<file path="src/rtl/uart_tx_framed.sv">
`timescale 1ns/1ps
// UART transmitter fed by a valid/ready byte source. An internal baud divider
// times each bit; frames are start, LSB-first data, optional parity, 1-2 stops.
module uart_tx_framed #(
    parameter int CLKS_PER_BIT = 868,
    parameter int DATA_BITS    = 8,
    parameter int PARITY       = 0,
    parameter int STOP_BITS    = 1
) (
    input  logic                 clk,
    input  logic                 rst_n,
    input  logic [DATA_BITS-1:0] tx_data,
    input  logic                 tx_valid,
    output logic                 tx_ready,
    output logic                 tx_serial,
    output logic                 tx_busy,
    output logic                 tx_done,
    output logic [2:0]           dbg_state_o
);

    localparam int CW = (CLKS_PER_BIT < 2) ? 1 : $clog2(CLKS_PER_BIT);
    localparam logic [CW-1:0] BAUD_LAST = CW'(CLKS_PER_BIT - 1);
    localparam logic [3:0]    DATA_LAST = 4'(DATA_BITS - 1);
    localparam logic [3:0]    STOP_LAST = 4'(STOP_BITS - 1);

    localparam logic [2:0] S_IDLE   = 3'd0;
    localparam logic [2:0] S_START  = 3'd1;
    localparam logic [2:0] S_DATA   = 3'd2;
    localparam logic [2:0] S_PARITY = 3'd3;
    localparam logic [2:0] S_STOP   = 3'd4;

    if (CLKS_PER_BIT < 2 || DATA_BITS < 5 || DATA_BITS > 9 ||
        PARITY < 0 || PARITY > 2 || STOP_BITS < 1 || STOP_BITS > 2) begin : g_param_check
        $error("uart_tx_framed: illegal parameter combination");
    end

    logic [2:0]           state_q, state_d;
    logic [CW-1:0]        baud_q, baud_d;
    logic [3:0]           bit_q, bit_d;
    logic [DATA_BITS-1:0] shift_q, shift_d;
    logic                 parity_q, parity_d;
    logic                 baud_last;

    // Handshake: a character is taken on any rising edge where tx_valid && tx_ready;
    // tx_ready is high only in IDLE, and tx_valid is ignored in every other state.
    assign tx_ready    = (state_q == S_IDLE);
    assign tx_busy     = (state_q != S_IDLE);
    assign dbg_state_o = state_q;
    assign baud_last   = (baud_q == BAUD_LAST);

    always_comb begin
        state_d  = state_q;
        baud_d   = baud_q;
        bit_d    = bit_q;
        shift_d  = shift_q;
        parity_d = parity_q;
        tx_done  = 1'b0;
        if (state_q != S_IDLE) begin
            baud_d = baud_last ? '0 : baud_q + 1'b1;
        end
        case (state_q)
            S_IDLE: begin
                baud_d = '0;
                bit_d  = '0;
                if (tx_valid) begin
                    shift_d  = tx_data;
                    parity_d = (PARITY == 1) ? ~^tx_data : ^tx_data;
                    state_d  = S_START;
                end
            end
            S_START: begin
                if (baud_last) begin
                    state_d = S_DATA;
                end
            end
            S_DATA: begin
                if (baud_last) begin
                    // Shifting keeps the current bit at shift_q[0].
                    shift_d = shift_q >> 1;
                    if (bit_q == DATA_LAST) begin
                        bit_d   = '0;
                        state_d = (PARITY != 0) ? S_PARITY : S_STOP;
                    end else begin
                        bit_d = bit_q + 1'b1;
                    end
                end
            end
            S_PARITY: begin
                if (baud_last) begin
                    state_d = S_STOP;
                end
            end
            S_STOP: begin
                if (baud_last) begin
                    if (bit_q == STOP_LAST) begin
                        bit_d   = '0;
                        tx_done = 1'b1;
                        state_d = S_IDLE;
                    end else begin
                        bit_d = bit_q + 1'b1;
                    end
                end
            end
            default: begin
                state_d = S_IDLE;
            end
        endcase
    end

    always_comb begin
        case (state_q)
            S_START:  tx_serial = 1'b0;
            S_DATA:   tx_serial = shift_q[0];
            S_PARITY: tx_serial = parity_q;
            default:  tx_serial = 1'b1;
        endcase
    end

    always_ff @(posedge clk or negedge rst_n) begin
        if (!rst_n) begin
            state_q  <= S_IDLE;
            baud_q   <= '0;
            bit_q    <= '0;
            shift_q  <= '0;
            parity_q <= 1'b0;
        end else begin
            state_q  <= state_d;
            baud_q   <= baud_d;
            bit_q    <= bit_d;
            shift_q  <= shift_d;
            parity_q <= parity_d;
        end
    end

endmodule

</file>
<file path="config.mk">
export PLATFORM = sky130hd
export DESIGN_NAME = uart_tx_framed
export DESIGN_NICKNAME = d
export VERILOG_FILES = /design/src/rtl/uart_tx_framed.sv
export SDC_FILE = /design/constraint.sdc
export NUM_CORES = 1
export LEC_CHECK = 0
export ABC_AREA = 1
export BUFFER_PORTS_ARGS = -buffer_cell sky130_fd_sc_hd__buf_2
export CORE_UTILIZATION = 60
export DETAILED_ROUTE_END_ITERATION = 7
export PLACE_DENSITY_LB_ADDON = 0.12
export SLEW_MARGIN = 30
export SYNTH_ARGS = -nofsm -noshare
export SYNTH_HDL_FRONTEND = slang
export SYNTH_SLANG_ARGS = --single-unit
export TNS_END_PERCENT = 10
</file>
<file path="constraint.sdc">
create_clock -name clk -period 2.2 [get_ports clk]
set_input_delay 0.33 -clock clk [delete_from_list [all_inputs] [get_ports clk]]
set_output_delay 0.33 -clock clk [all_outputs]
set_load 0.005 [all_outputs]
</file>
==> results.sh <==
export IMPL_outcome="completed"
export IMPL_yosys_warnings=0
export IMPL_wl_met3_um=82
export IMPL_ys_seq_elements=26
export IMPL_diodes=0
export IMPL_multi_input_area_um2=835
export IMPL_drt_met1_wl_mm=1.49
export IMPL_synth_cell_type_count=30
export IMPL_fin_ws_ps=216
export IMPL_die_area_um2=2860
export IMPL_start_kind="register"
export IMPL_vias_per_cell=5.22
export IMPL_avgSynthCellArea_um2=7.87
export IMPL_top_layer="met4"
export IMPL_postLayoutCoreUtil_pct=69.7
export IMPL_drc=0
export IMPL_arrival_ps=1650
export IMPL_p_leak_nw=0.858
export IMPL_rr_worst_depth=8
export IMPL_worstPathRequired_ps=1870
export IMPL_drt_iter0_markers=31
export IMPL_maxSlewHeadroom_pct=61.2
export IMPL_critPathSlowestCell="dfrtp_1"
export IMPL_setup_viol=0
export IMPL_fp_dieW_um=53.5
export IMPL_path_clk_slew_ps=140
export IMPL_rsz0062_at_grt="false"
export IMPL_synth_top_area_share_pct=40.9
export IMPL_drive_gt1_share_pct=22.1
export IMPL_portBuffers=17
export IMPL_die_height_um=53.5
export IMPL_placed_cell_area_um2=1700
export IMPL_routedWlPerCell_um=12.1
export IMPL_crit_path_end_kind="output port"
export IMPL_place_ws_ps=585
export IMPL_p_per_area_nw_per_um2=1070
export IMPL_synthesis_area_um2=1590
export IMPL_register_area_um2=651
export IMPL_cts_sinks=26
export IMPL_grt_max_degree=27
export IMPL_ant_nets=0
export IMPL_hold_depth=3
export IMPL_htreeDepth=1
export IMPL_antenna_found_initial=0
export IMPL_core_um2=2500
export IMPL_fin_cells=252
export IMPL_final_cell_area_um2=1740
export IMPL_start_util_pct=63.6
export IMPL_dp_cells=247
export IMPL_hold_path_endpoint="shift_q[7]"
export IMPL_ir_worst_vdd_mv=0.621
export IMPL_power_mw=1.86
export IMPL_grt_ovfl_total=0
export IMPL_fin_tns_setup_ps=0
export IMPL_finalCriticalPeriod_ps=1980
export IMPL_grtUsageTotal_pct=24.1
export IMPL_cpPeakStageDelay_ps=440
export IMPL_num_rows=18
export IMPL_nFillCells=209
export IMPL_gp_congestion=0.900
export IMPL_timing_hold_ws_ps=272
export IMPL_max_freq_mhz=504
export IMPL_wl_mm=3.05
export IMPL_clock_latency_ps=330
export IMPL_netlist_instances=202
export IMPL_maxSlewViolCount=0
export IMPL_area_growth_syn_to_layout_pct=9.60
export IMPL_dr_pass1_iters=4
export IMPL_worst_clock_skew_ps=9.06
export IMPL_grt_first_pass_wirelength_mm=4.86
export IMPL_critPathMaxFanout=5
export IMPL_grt_pass1_vias=1100
export IMPL_hpwlAfterDp_mm=2.37
export IMPL_cts_tree="yes"
export IMPL_syn_num_nets=216
export IMPL_cts_buffer_depth=2
export IMPL_min_from="tx_data[7]"
export IMPL_post_cts_setup_buffers=0
export IMPL_path_cells="ha_1 > nand2_1 > nor2_1 > nand3_2 > nor3_1 > buf_2"
export IMPL_final_nets=237
export IMPL_cts_buffers=3
export IMPL_r2r_start="baud_q[0]"
export IMPL_rr_endpoint="shift_q[0]"
export IMPL_ioPinCount=18
export IMPL_maxCapViolCount=0
export IMPL_hold_class="input port to register"
export IMPL_cts_root_buf="clkbuf_4"
export IMPL_routed_via_count=1316
export IMPL_hold_viol_final=0
export IMPL_worst_pin_slew_ps=583
export IMPL_r2r_slack_ps=570
export IMPL_path_class="register to output port"
export IMPL_synth_largest_area_cell="dfrtp_1"
export IMPL_met2_length_mm=1.43
export IMPL_post_route_period_util_pct=90.2
export IMPL_yosysSeqAreaShare_pct=40.9
export IMPL_ys_top_cells_by_area="dfrtp_1, nand2_1, nor2_1"
==> layout make-up <==
cell class	instances	share of cell area [%]
inverter	21	4.67
timing repair buffer	19	5.89
sequential	26	37.3
multi-input combinational	152	47.9
clock buffer	4	2.08
tap	30	2.15
==> worst max path at each step <==
stage	start	to	slack, ps	depth (start not counted)
floorplan	baud_q[0]	shift_q[6]	750	9
global placement	dbg_state_o[2]	bit_q[2]	630	8
detailed placement	baud_q[0]	tx_done	590	6
CTS	baud_q[0]	tx_done	210	6
global route	baud_q[0]	tx_done	60	6
finish	baud_q[0]	tx_done	220	6
==> per-layer routing <==
layer	global-route usage, %	vias to the layer above
li1	-	678
met1	31.9	607
met2	39.6	26
met3	2.59	5
met4	9.21	0
met5	0	-
==> layout by cell type (no fill, tap or decap), types with 4 or more instances in the layout <==
cell type,n
nand2_1,57
dfrtp_1,26
nor2_1,20
inv_1,17
buf_2,17
nand3_1,11
o21ai_0,9
xor2_1,8
o21ai_2,8
nor3_1,6
nand2_2,5
xnor2_1,5
or2_2,4
==> synth_stat cells (all sizes together) <==
master and count:
dfrtp 26, nand2 64, xnor2 5, nor3 6, nand3 13, or2 7, nand4 3, xor2 8
nor2 22, nor3b 1, o21ai 18, a31oi 1, a21oi 1, buf 3, ha 3, inv 21
==> critical path: cells and delay by family (launching register included) <==
kind                     cells  cell delay, ps
buffers and inverters        1             160
adder cells (fa/ha/maj)      1             210
flip-flops                   1             440
AND/OR/NAND/NOR              4             520
==> kinds of logic (layout without fill, tap and decap cells) <==
logic type	count (synthesis)	after routing	synth area share, %
AOI/OAI and AO/OA	20	20	8.26
xor gates and xnor gates	13	13	7.16
adders and majority gates	3	3	2.36
buffers and inverters	24	44	6.61
DFF	26	26	40.9
and+or+nand+nor	116	116	34.7
==> flip-flops by register name, summed over array words and instances (netlist names) <==
register	cells
baud_q	10
shift_q	8
bit_q	4
parity_q	1
dbg_state_o	3
==> where the power goes <==
group	internal, mW	switching, mW
combinational	0.320	0.558
clock	0.101	0.143
sequential	0.613	0.126
==> repair_timing <==
item | in CTS | in global routing
hold buffers | 1 | 0
hold endpoints to repair | 12 | 0
gates resized for setup | 0 | 0
(Power assumes the default switching activity.)
